[src/rtl/xreg_field.sv]
// One register field: flop plus HW/SW update arbitration, registered read data,
// change pulse and sticky collision flag. Update and read latency 1 cycle; no backpressure.
`ifndef SW_RO
`define SW_RO  0
`define SW_RW  1
`define SW_WO  2
`define SW_W1C 3
`define SW_W1S 4
`define SW_RC  5
`endif

module xreg_field #(
  parameter int                 F_WIDTH = 4,
  parameter logic [F_WIDTH-1:0] RST_VAL = '0,
  parameter int                 SW_TYPE = `SW_RW,
  parameter bit                 HW_PRI  = 1'b1
) (
  input  logic               clk,
  input  logic               rst,
  input  logic               sw_wr,
  input  logic               sw_rd,
  input  logic [F_WIDTH-1:0] sw_wdata,
  input  logic               hw_modify,
  input  logic [F_WIDTH-1:0] nxt_hw_value,
  input  logic               collision_clr,
  output logic [F_WIDTH-1:0] field_value,
  output logic [F_WIDTH-1:0] sw_rdata,
  output logic               rd_valid,
  output logic               field_changed,
  output logic               collision
);

  logic               sw_upd;
  logic [F_WIDTH-1:0] sw_cand;
  logic [F_WIDTH-1:0] field_nxt;
  logic [F_WIDTH-1:0] rd_dat;

  always_comb begin
    sw_upd  = 1'b0;
    sw_cand = field_value;
    case (SW_TYPE)
      `SW_RW, `SW_WO: begin
        sw_upd  = sw_wr;
        sw_cand = sw_wdata;
      end
      `SW_W1C: begin
        sw_upd  = sw_wr;
        sw_cand = field_value & ~sw_wdata;
      end
      `SW_W1S: begin
        sw_upd  = sw_wr;
        sw_cand = field_value | sw_wdata;
      end
      `SW_RC: begin
        sw_upd  = sw_rd;
        sw_cand = '0;
      end
      default: begin
        sw_upd  = 1'b0;
        sw_cand = field_value;
      end
    endcase
  end

  // On a collision the loser is dropped entirely, never merged.
  always_comb begin
    field_nxt = field_value;
    if (sw_upd && (!hw_modify || !HW_PRI))
      field_nxt = sw_cand;
    else if (hw_modify)
      field_nxt = nxt_hw_value;
  end

  assign rd_dat = (SW_TYPE == `SW_WO) ? '0 : field_value;

  always_ff @(posedge clk) begin
    if (rst) begin
      field_value   <= RST_VAL;
      sw_rdata      <= '0;
      rd_valid      <= 1'b0;
      field_changed <= 1'b0;
      collision     <= 1'b0;
    end else begin
      field_value   <= field_nxt;
      rd_valid      <= sw_rd;
      field_changed <= (field_nxt != field_value);
      if (sw_rd)
        sw_rdata <= rd_dat;
      // Set beats a simultaneous clear.
      if (hw_modify && sw_upd)
        collision <= 1'b1;
      else if (collision_clr)
        collision <= 1'b0;
    end
  end

endmodule

[config.mk]
export PLATFORM = sky130hd
export DESIGN_NAME = xreg_field
export DESIGN_NICKNAME = d
export VERILOG_FILES = /design/src/rtl/xreg_field.sv
export SDC_FILE = /design/constraint.sdc
export NUM_CORES = 1
export LEC_CHECK = 0
export BUFFER_PORTS_ARGS = -buffer_cell sky130_fd_sc_hd__buf_2
export CAP_MARGIN = 40
export CORE_UTILIZATION = 35
export DETAILED_ROUTE_END_ITERATION = 8
export SYNTH_ARGS = -nofsm -noshare
export SYNTH_HDL_FRONTEND = slang
export SYNTH_SLANG_ARGS = --single-unit
[constraint.sdc]
create_clock -name clk -period 1.4 [get_ports clk]
set_input_delay 0.21 -clock clk [delete_from_list [all_inputs] [get_ports clk]]
set_output_delay 0.21 -clock clk [all_outputs]
set_load 0.03 [all_outputs]
==> metrics.md, run 1 <==
| Metric | Value |
|---|---|
| Hold Crit Class | `in2reg` |
| Buf/Inv on CP | `0` |
| FF-to-FF End | `field_changed` |
| Pwr/cell area | `1020 nW/µm²` |
| Site Rows | `14` |
| DP Area | `669 µm²` |
| Met3 routed WL | `71 µm` |
| Fin. max-slew vios | `0` |
| Max Clk Rate | `0.849 GHz` |
| Core Box Area | `1510 µm²` |
| Comb pwr share | `22.5%` |
| Syn Nets | `82` |
| DRT antenna net count | `0` |
| Compound-gate portion of the synthesized area | `22.4%` |
| Most frequent cells in the layout | `24 x buf_2, 11 x dfxtp_1, 8 x nand2_1` |
| Net Sw Frac | `29.0%` |
| Worst Setup Path Type | `reg2reg` |
| Initial Util | `37.1%` |
| Flop pwr share | `49.0%` |
| Syn Inst Count | `68` |
| Final Cell Area | `696 µm²` |
| First-pass GRT wire length | `1870 µm` |
| Worst setup path startpoint | `field_value[0]` |
| Slew @ Worst Pin | `0.277 ns` |
| Setup TNS | `0 ns` |
| Crit path capture | `field_changed` |
| Routability cong. | `0.795` |
| Final setup viols | `0` |
| FF+latch count, synth | `11` |
| Maximum vdd ir drop | `0.000289 V` |
| Total grt overflow | `0` |
| CTS buffer count | `3` |
| Die Height | `42.0 µm` |
| Commonest non-fill, non-tap cell in the layout | `buf_2` |
| DP Wirelength | `896 µm` |
| # port buffers | `24` |
| Cells on worst reg2reg path | `3` |
| Syn avg cell area | `8.22 µm²` |
| Yosys cell types | `25` |
| Total number of vias | `564` |
| Crit-path cells | `o22ai_1, a222oi_1, a31oi_1` |
| DRC viols | `0` |
| Top sig layer | `met4` |
| Root Driver | `clkbuf_4` |
| Final Instance Count excl. Fillers | `108` |
| Required @ worst endpoint | `1.53 ns` |
| Pleak | `0.342 nW` |
| CP top delay family | `compound AO/OA/AOI/OAI gates` |
| DP Cell Count | `104` |
| I/O pin count | `25` |
| Nets@finish | `107` |
| Synth-to-layout area growth | `24.4%` |
| Net Sw Power | `0.000206 W` |
| Total GRT Usage | `13.9%` |
| Final Critical Period | `1.18 ns` |
| RSZ-0062 raised after global routing | `no` |
| TritonRoute pass-1 iters | `5` |
| Mapped Area | `559 µm²` |
| Crit-path max FO | `7` |
| CTS tree | `yes` |
| Clock Power Share | `28.6%` |
| Critical Path AT | `1.31 ns` |
| R2R Setup Slk | `0.22 ns` |
| Status | `finished clean` |
| Slowest cell on the critical path | `dfxtp_1` |
| Overall power | `0.000708 W` |
| Sequential area share after synthesis | `39.4%` |
| Full die area | `1760 µm²` |
| Cts hold-fix bufs | `0` |
| Main combinational cell family by area after synthesis | `compound AO/OA/AOI/OAI gates` |
| CP max stage delay | `0.44 ns` |
| Reg2reg start | `field_value[0]` |
| CTS H-tree depth | `1` |
| Sinks on Clock Net | `11` |
| Number of diodes | `0` |
| Via density | `5.22` |
| CP endpoint kind | `flip-flop` |
| Routed length per placed instance | `10.5 µm` |
| # resized after CTS | `0` |
| Post-Synth Adder-Cell Area | `0%` |
| Clock-pin slew on the worst setup and hold paths | `0.06 ns` |
| Worst-skew pair later-pin latency | `0.25 ns` |
| Vias in the first global route | `458` |
| Worst Skew | `0.000347 ns` |
| Int Pwr | `0.000503 W` |
| Initial antenna violation count | `0` |
| Share of layout cells above drive strength 1 | `32.6%` |
| Post-synthesis xor/xnor area fraction | `0%` |
| Post-synthesis mux area share | `11.2%` |
| Simple-Gate Fraction of Synth Area | `17.2%` |
| Largest net degree at the start of global routing | `17` |
| Final worst path period share | `84.1%` |
| Met2 routed WL | `521 µm` |
| First DRT Iteration DRCs | `14` |
| Die Wd | `42.0 µm` |
| Max-cap violations | `0` |
| WL met1 | `528 µm` |
| Warnings from Yosys | `0` |
| Hold Violations, Final | `0` |
| WP depth | `3` |
| Critical Path Start Type | `flip-flop` |
| Worst rel slew slack | `81.5%` |
| DRT Wirelength | `1130 µm` |
| Clock Path Buffers | `2` |
| Setup bufs post-CTS | `0` |
[power groups by stage]
stage	clock [W]	sequential, W	combinational (W)
floorplan	0	0.000390	0.0000768
global placement	0	0.000354	0.000159
detailed placement	0	0.000354	0.000160
CTS	0.000215	0.000347	0.000160
global route	0.000233	0.000350	0.000174
finish	0.000202	0.000347	0.000159
[state kept, by name, indices dropped and copies added (netlist names)]
name,count
collision,1
field_changed,1
field_value,4
rd_valid,1
sw_rdata,4
[Yosys cell counts, drive strengths merged]
cell	instances	share of area (%)
clkbuf	1	0.67
mux2	2	4.0
nand2	8	5.4
nand2b	4	4.5
o22ai	2	2.2
nand3b	1	1.3
buf	3	4.7
nor3	1	0.89
mux2i	4	7.2
a222oi	1	1.8
a31oi	2	2.2
nor2	6	4.0
dfxtp	11	39
nor2b	1	1.1
a21oi	7	6.3
o21ai	5	5.1
inv	6	4.5
a211oi	1	1.3
a32o	1	1.8
o311ai	1	1.6
[worst reg2reg max path, cell delays in order, from the launching register on]
cell and delay [ns]:
dfxtp_1 0.44, o22ai_1 0.13, a222oi_1 0.35, a31oi_1 0.13
[per-layer routing]
| metal | track usage [%] | up-vias |
|---|---|---|
| li1 | - | 288 |
| met1 | 17.6 | 251 |
| met4 | 9.68 | 0 |
| met5 | 0 | - |
| met3 | 1.72 | 2 |
| met2 | 21.9 | 23 |
[cells by family (layout without fill, tap and decap cells)]
| logic type | Yosys count | after routing |
|---|---|---|
| compound gates | 20 | 20 |
| simple gates | 21 | 21 |
| flops | 11 | 11 |
| buf+inv | 10 | 34 |
| mux | 6 | 6 |
[worst min path at each step]
stage                  start              to  slack, ns  cells after the start
6_report       collision_clr       collision       0.21                      3
5_1_grt        collision_clr       collision       0.23                      3
4_1_cts        collision_clr       collision       0.20                      3
3_5_place_dp       collision       collision       0.46                      2
3_3_place_gp       collision       collision       0.46                      2
2_1_floorplan      hw_modify  field_value[3]       0.37                      2
[metrics by stage]
step	setup slack (ns)	hold slack [ns]	util, %
final	0.222	0.213	46.2
after global placement	0.229	0.457	44.4
after detailed placement	0.169	0.464	44.4
after CTS	0.212	0.203	46.2
after global routing	0.0984	0.230	46.2
after floorplan	0.135	0.368	-
[area by class of cell]
class / count / area, µm²
Timing Repair Buffer: 24 / 120
Clock buffer: 4 / 26.3
Inverter: 6 / 25.0
Fill cell: 164 / 811
Multi-Input combinational cell: 47 / 284
Tap cell: 16 / 20.0
Sequential cell: 11 / 220
No activity file was read; power rests on OpenSTA's default activity.
==> run 2: changes to the inputs <==
==> constraint.sdc (replaced) <==
create_clock -name clk -period 1.01 [get_ports clk]
set_input_delay 0.1515 -clock clk [delete_from_list [all_inputs] [get_ports clk]]
set_output_delay 0.1515 -clock clk [all_outputs]
set_load 0.03 [all_outputs]
==> run 2 against run 1 <==
The run now ends with design-rule violations, negative setup slack left. Clock skew rose by 0.0055 ns. Critical path depth rose by 1. Die area did not move. Flip-flop and latch count did not move. Final area rose by 18%. Combinational power rose by 72%. Total power rose by 48%. Register-to-register slack got worse by 0.27 ns. Via count rose by 5.9%. Maximum frequency rose by 11%.
==> metrics.md, run 2 (synthesis results as in run 1) <==
| Metric | Value |
|---|---|
| Status | `finished with violations (was finished clean)` |
| Failing checks | `design-rule violations, negative setup slack` |
| Vias in the first global route | `479 (was 458)` |
| Worst rel slew slack | `82.1% (was 81.5%)` |
| Crit-path max FO | `3 (was 7)` |
| Filler cell count | `152 (was 164)` |
| Total number of vias | `597 (was 564)` |
| Commonest non-fill, non-tap cell in the layout | `buf_2 (unchanged)` |
| Worst Setup Path Type | `reg2reg (unchanged)` |
| Sinks on Clock Net | `11 (unchanged)` |
| TritonRoute pass-1 iters | `6 (was 5)` |
| Pwr/cell area | `1270 nW/µm² (was 1020 nW/µm²)` |
| Critical Path AT | `1.19 ns (was 1.31 ns)` |
| Largest net degree at the start of global routing | `12 (was 17)` |
| Required @ worst endpoint | `1.14 ns (was 1.53 ns)` |
| CP endpoint kind | `flip-flop (unchanged)` |
| # port buffers | `24 (unchanged)` |
| CTS H-tree depth | `1 (unchanged)` |
| First-pass GRT wire length | `2040 µm (was 1870 µm)` |
| Number of diodes | `0 (unchanged)` |
| Synth-to-layout area growth | `47.2% (was 24.4%)` |
| Die Height | `42.0 µm (unchanged)` |
| Share of layout cells above drive strength 1 | `46.6% (was 32.6%)` |
| Site Rows | `14 (unchanged)` |
| Final Instance Count excl. Fillers | `119 (was 108)` |
| Root Driver | `clkbuf_4 (unchanged)` |
| Die Wd | `42.0 µm (unchanged)` |
| Full die area | `1760 µm² (unchanged)` |
| Final worst slack | `-0.0492 ns (was 0.222 ns)` |
| CTS tree | `yes (unchanged)` |
| Core Box Area | `1510 µm² (unchanged)` |
| Slew @ Worst Pin | `0.265 ns (was 0.277 ns)` |
| First DRT Iteration DRCs | `26 (was 14)` |
| Fin. max-slew vios | `0 (unchanged)` |
| Overall power | `0.00105 W (was 0.000708 W)` |
| Routed length per placed instance | `10.8 µm (was 10.5 µm)` |
| Final Critical Period | `1.06 ns (was 1.18 ns)` |
| Nets@finish | `118 (was 107)` |
| DRT antenna net count | `0 (unchanged)` |
| Largest registers | `field_value: 4 flops, sw_rdata: 4 flops (unchanged)` |
| I/O pin count | `25 (unchanged)` |
| CTS buffer count | `3 (unchanged)` |
| Initial antenna violation count | `0 (unchanged)` |
| Worst Skew | `0.00581 ns (was 0.000347 ns)` |
| Hold Violations, Final | `0 (unchanged)` |
| DP Wirelength | `991 µm (was 896 µm)` |
| Worst-skew pair later-pin latency | `0.27 ns (was 0.25 ns)` |
| Clock Path Buffers | `2 (unchanged)` |
| Pleak | `0.407 nW (was 0.342 nW)` |
| Hold Crit Class | `in2reg (unchanged)` |
| Via density | `5.02 (was 5.22)` |
| Total GRT Usage | `15.4% (was 13.9%)` |
| DP Cell Count | `115 (was 104)` |
| Routability cong. | `0.696 (was 0.795)` |
| Maximum vdd ir drop | `0.000902 V (was 0.000289 V)` |
| DRT Wirelength | `1290 µm (was 1130 µm)` |
| RSZ-0062 raised after global routing | `yes (was no)` |
| Critical Path Start Type | `flip-flop (unchanged)` |
| Final setup viols | `2 (was 0)` |
| Final worst path period share | `105% (was 84.1%)` |
| Total grt overflow | `0 (unchanged)` |
| Initial Util | `37.1% (unchanged)` |
| Max-cap violations | `0 (unchanged)` |
| R2R Setup Slk | `-0.05 ns (was 0.22 ns)` |
| Max Clk Rate | `0.944 GHz (was 0.849 GHz)` |
| DRC viols | `1 (was 0)` |
| Most frequent cells in the layout | `20 x buf_2, 14 x buf_4, 8 x nand2_1 (was 24 x buf_2, 11 x dfxtp_1, 8 x nand2_1)` |
| Clock-pin slew on the worst setup and hold paths | `0.06 ns (about the same)` |
==> run 2: final cells by class <==
type / count / area [µm²] / area share (%)
Clock inverter: 1 / 5.00 / 0.608
Sequential cell: 11 / 233 / 28.3
Multi-Input combinational cell: 47 / 302 / 36.6
Tap cell: 16 / 20.0 / 2.43
Inverter: 6 / 25.0 / 3.04
Clock buffer: 3 / 22.5 / 2.74
Timing Repair Buffer: 35 / 216 / 26.3
==> run 2: metal layers <==
metal | global-route usage (%) | routed length, µm | vias up
li1 | - | - | 307
met1 | 19.8 | 602 | 266
met2 | 23.4 | 607 | 24
met3 | 6.90 | 77 | 0
met4 | 3.87 | 0 | 0
met5 | 0 | 0 | -
==> run 2: what timing repair did <==
item	in CTS	in global routing
hold buffers	0	0
endpoints found under the setup margin	3	4
setup buffers	0	0
resized for setup	4	6
==> run 2: worst paths after layout <==
| path | startpoint | end | cells past startpoint |
|---|---|---|---|
| min reg2reg | collision | collision | 2 |
| min | collision_clr | collision | 3 |
| max reg2reg | field_value[1] | field_changed | 4 |
| max | field_value[1] | field_changed | 4 |
==> run 2: through the flow <==
stage / setup TNS (ns) / hold WS [ns] / worst slack (ns) / utilization (%) / instance area, µm²
after floorplan: -0.0139 / 0.299 / -0.0139 / - / 574
after global placement: -0.0423 / 0.413 / -0.0423 / 50.9 / 767
after detailed placement: -0.0823 / 0.422 / -0.0823 / 50.9 / 767
after CTS: -0.0775 / 0.142 / -0.0402 / 53.4 / 805
after global routing: -0.194 / 0.150 / -0.125 / 54.7 / 823
final: -0.0824 / 0.146 / -0.0492 / 54.7 / 823
==> run 2: where the power goes <==
part	switching, W	leakage (nW)	internal, W	total, W
Combinational	0.000149	0.296	0.000124	0.000274
Sequential	0.0000222	0.0930	0.000459	0.000481
Clock	0.000145	0.0177	0.000146	0.000292
Total	0.000317	0.407	0.000730	0.00105
==> run 2: critical path: stages (launching register included) <==
cell	delay, ns
dfxtp_4	0.36
a21oi_4	0.11
o21ai_2	0.06
a222oi_1	0.28
a31oi_1	0.12
==> run 3: changes to the inputs <==
--- a/config.mk
+++ b/config.mk
@@ -12,3 +12,4 @@
 export SYNTH_ARGS = -nofsm -noshare
 export SYNTH_HDL_FRONTEND = slang
 export SYNTH_SLANG_ARGS = --single-unit
+export TNS_END_PERCENT = 5
==> run 3 against run 2 <==
The run still ends with design-rule violations, negative setup slack left. Utilization down 0.33 points. Hold slack about the same. Final area down 0.61%. Largest cell class unchanged. Maximum frequency down 0.37%. Critical path depth unchanged.
==> metrics.md, run 3 (synthesis results as in run 1) <==
| Metric | Value |
|---|---|
| Status | `finished with violations (unchanged)` |
| Failing checks | `design-rule violations, negative setup slack (unchanged)` |
| Required @ worst endpoint | `1.14 ns (about the same)` |
| Cts hold-fix bufs | `0 (unchanged)` |
| DP Wirelength | `991 µm (unchanged)` |
| Synth-to-layout area growth | `46.3% (was 47.2%)` |
| First-pass GRT wire length | `2040 µm (unchanged)` |
| Cells on worst reg2reg path | `4 (unchanged)` |
| CP endpoint kind | `flip-flop (unchanged)` |
| Crit-path cells | `a21oi_4, o21ai_2, a222oi_1, a31oi_1 (unchanged)` |
| Worst-skew pair later-pin latency | `0.27 ns (about the same)` |
| Number of diodes | `0 (unchanged)` |
| Hold Violations, Final | `0 (unchanged)` |
| Commonest non-fill, non-tap cell in the layout | `buf_2 (unchanged)` |
| Fin. max-slew vios | `0 (unchanged)` |
| Slew @ Worst Pin | `0.264 ns (was 0.265 ns)` |
| Worst setup path startpoint | `field_value[1] (unchanged)` |
| FF-to-FF End | `field_changed (unchanged)` |
| DRC viols | `1 (unchanged)` |
| Final worst path period share | `105% (about the same)` |
| Hold WS | `0.146 ns (about the same)` |
| Die Height | `42.0 µm (unchanged)` |
| Filler cell count | `151 (was 152)` |
| DRT Wirelength | `1280 µm (was 1290 µm)` |
| Sinks on Clock Net | `11 (unchanged)` |
| Core Box Area | `1510 µm² (unchanged)` |
| RSZ-0062 raised after global routing | `yes (unchanged)` |
| DP Cell Count | `115 (unchanged)` |
| Total grt overflow | `0 (unchanged)` |
| Nets@finish | `118 (unchanged)` |
| Setup bufs post-CTS | `0 (unchanged)` |
| Pleak | `0.403 nW (was 0.407 nW)` |
| Full die area | `1760 µm² (unchanged)` |
| Max-cap violations | `0 (unchanged)` |
| CTS tree | `yes (unchanged)` |
| Initial Util | `37.1% (unchanged)` |
| TritonRoute pass-1 iters | `6 (unchanged)` |
| CP max stage delay | `0.36 ns (about the same)` |
| Maximum vdd ir drop | `0.000900 V (was 0.000902 V)` |
| Worst rel slew slack | `82.1% (about the same)` |
| Largest registers | `field_value: 4 flops, sw_rdata: 4 flops (unchanged)` |
| CTS buffer count | `3 (unchanged)` |
| Overall power | `0.00104 W (was 0.00105 W)` |
| Vias in the first global route | `479 (unchanged)` |
| Root Driver | `clkbuf_4 (unchanged)` |
| Hold Crit Class | `in2reg (unchanged)` |
| Int Pwr | `0.000728 W (was 0.000730 W)` |
| Total GRT Usage | `15.4% (unchanged)` |
| First DRT Iteration DRCs | `13 (was 26)` |
| Flop pwr share | `46.0% (about the same)` |
| Final Critical Period | `1.06 ns (about the same)` |
| Multi-input gate area | `295 µm² (was 302 µm²)` |
| Crit-path max FO | `3 (unchanged)` |
| Routed length per placed instance | `10.7 µm (was 10.8 µm)` |
| Routability cong. | `0.696 (unchanged)` |
| Comb pwr share | `26.0% (was 26.2%)` |
| CTS H-tree depth | `1 (unchanged)` |
| Initial antenna violation count | `0 (unchanged)` |
| Net Sw Power | `0.000316 W (was 0.000317 W)` |
| Max Clk Rate | `0.941 GHz (was 0.944 GHz)` |
| Total number of vias | `599 (was 597)` |
| R2R Setup Slk | `-0.05 ns (about the same)` |
| Most frequent cells in the layout | `21 x buf_2, 12 x buf_4, 8 x nand2_1 (was 20 x buf_2, 14 x buf_4, 8 x nand2_1)` |
| Buf/Inv on CP | `0 (unchanged)` |
| Reg2reg start | `field_value[1] (unchanged)` |
| Worst Setup Path Type | `reg2reg (unchanged)` |
| DRT antenna net count | `0 (unchanged)` |
| Final worst slack | `-0.0531 ns (was -0.0492 ns)` |
| Die Wd | `42.0 µm (unchanged)` |
| Clock Path Buffers | `2 (unchanged)` |
| Crit path capture | `field_changed (unchanged)` |
| CP top delay family | `compound AO/OA/AOI/OAI gates (unchanged)` |
| Site Rows | `14 (unchanged)` |
| Reg area | `233 µm² (unchanged)` |
| Net Sw Frac | `30.2% (was 30.3%)` |
| # port buffers | `24 (unchanged)` |
| Critical Path AT | `1.20 ns (was 1.19 ns)` |
| Share of layout cells above drive strength 1 | `45.6% (was 46.6%)` |
| Largest net degree at the start of global routing | `12 (unchanged)` |
| Critical Path Start Type | `flip-flop (unchanged)` |
| Via density | `5.03 (was 5.02)` |
| WP depth | `4 (unchanged)` |
| Worst Skew | `0.00581 ns (about the same)` |
| Final setup viols | `2 (unchanged)` |
| Clock-pin slew on the worst setup and hold paths | `0.06 ns (about the same)` |
| Final Instance Count excl. Fillers | `119 (unchanged)` |
| Pwr/cell area | `1280 nW/µm² (was 1270 nW/µm²)` |
| Slowest cell on the critical path | `dfxtp_4 (unchanged)` |
| Clock Power Share | `28.0% (was 27.9%)` |
| I/O pin count | `25 (unchanged)` |
==> run 3: worst min path at each step <==
| stage | start | end | slack, ns | depth (start not counted) |
|---|---|---|---|---|
| 6_report | collision_clr | collision | 0.15 | 3 |
| 5_1_grt | collision_clr | collision | 0.15 | 3 |
| 4_1_cts | collision_clr | collision | 0.14 | 3 |
| 3_5_place_dp | collision_clr | collision | 0.42 | 3 |
| 3_3_place_gp | collision_clr | collision | 0.41 | 3 |
| 2_1_floorplan | hw_modify | field_value[3] | 0.30 | 2 |
==> run 3: per-stage QoR <==
stage / setup slack [ns] / cell area [µm²] / utilization, % / setup TNS (ns)
final: -0.0531 / 818 / 54.3 / -0.0624
after global routing: -0.125 / 818 / 54.3 / -0.194
after CTS: -0.0402 / 805 / 53.4 / -0.0775
after detailed placement: -0.0823 / 767 / 50.9 / -0.0823
after global placement: -0.0423 / 767 / 50.9 / -0.0423
after floorplan: -0.0139 / 574 / - / -0.0139
==> run 3: area by class of cell <==
| cell class | count | share of cell area, % |
|---|---|---|
| Multi-Input combinational cell | 47 | 36.1 |
| Clock buffer | 3 | 2.75 |
| Sequential cell | 11 | 28.4 |
| Clock inverter | 1 | 0.612 |
| Timing Repair Buffer | 35 | 26.6 |
| Tap cell | 16 | 2.45 |
| Inverter | 6 | 3.06 |
==> run 3: routing by layer <==
metal | wire (µm) | GRT usage (%)
met5 | 0 | 0
met4 | 0 | 3.87
met3 | 76 | 6.90
met2 | 587 | 23.4
met1 | 612 | 19.8
==> run 3: power groups by stage <==
stage               sequential [W]  combinational, W  clock [W]
CTS                       0.000479          0.000267   0.000301
detailed placement        0.000488          0.000259          0
global route              0.000484          0.000295   0.000330
finish                    0.000480          0.000272   0.000292
global placement          0.000487          0.000257          0
floorplan                 0.000539          0.000107          0
==> run 3: repair_timing <==
action,in CTS,in global routing
setup endpoints to repair,3,4
gates resized for setup,4,4
pin swaps,0,0
endpoints found under the hold margin,0,0
==> run 3: worst register-to-register path: cells and delay by family, from the launching register on <==
| kind | cells | cell delay, ns |
|---|---|---|
| flip-flops | 1 | 0.36 |
| AO/OA/AOI/OAI | 4 | 0.57 |
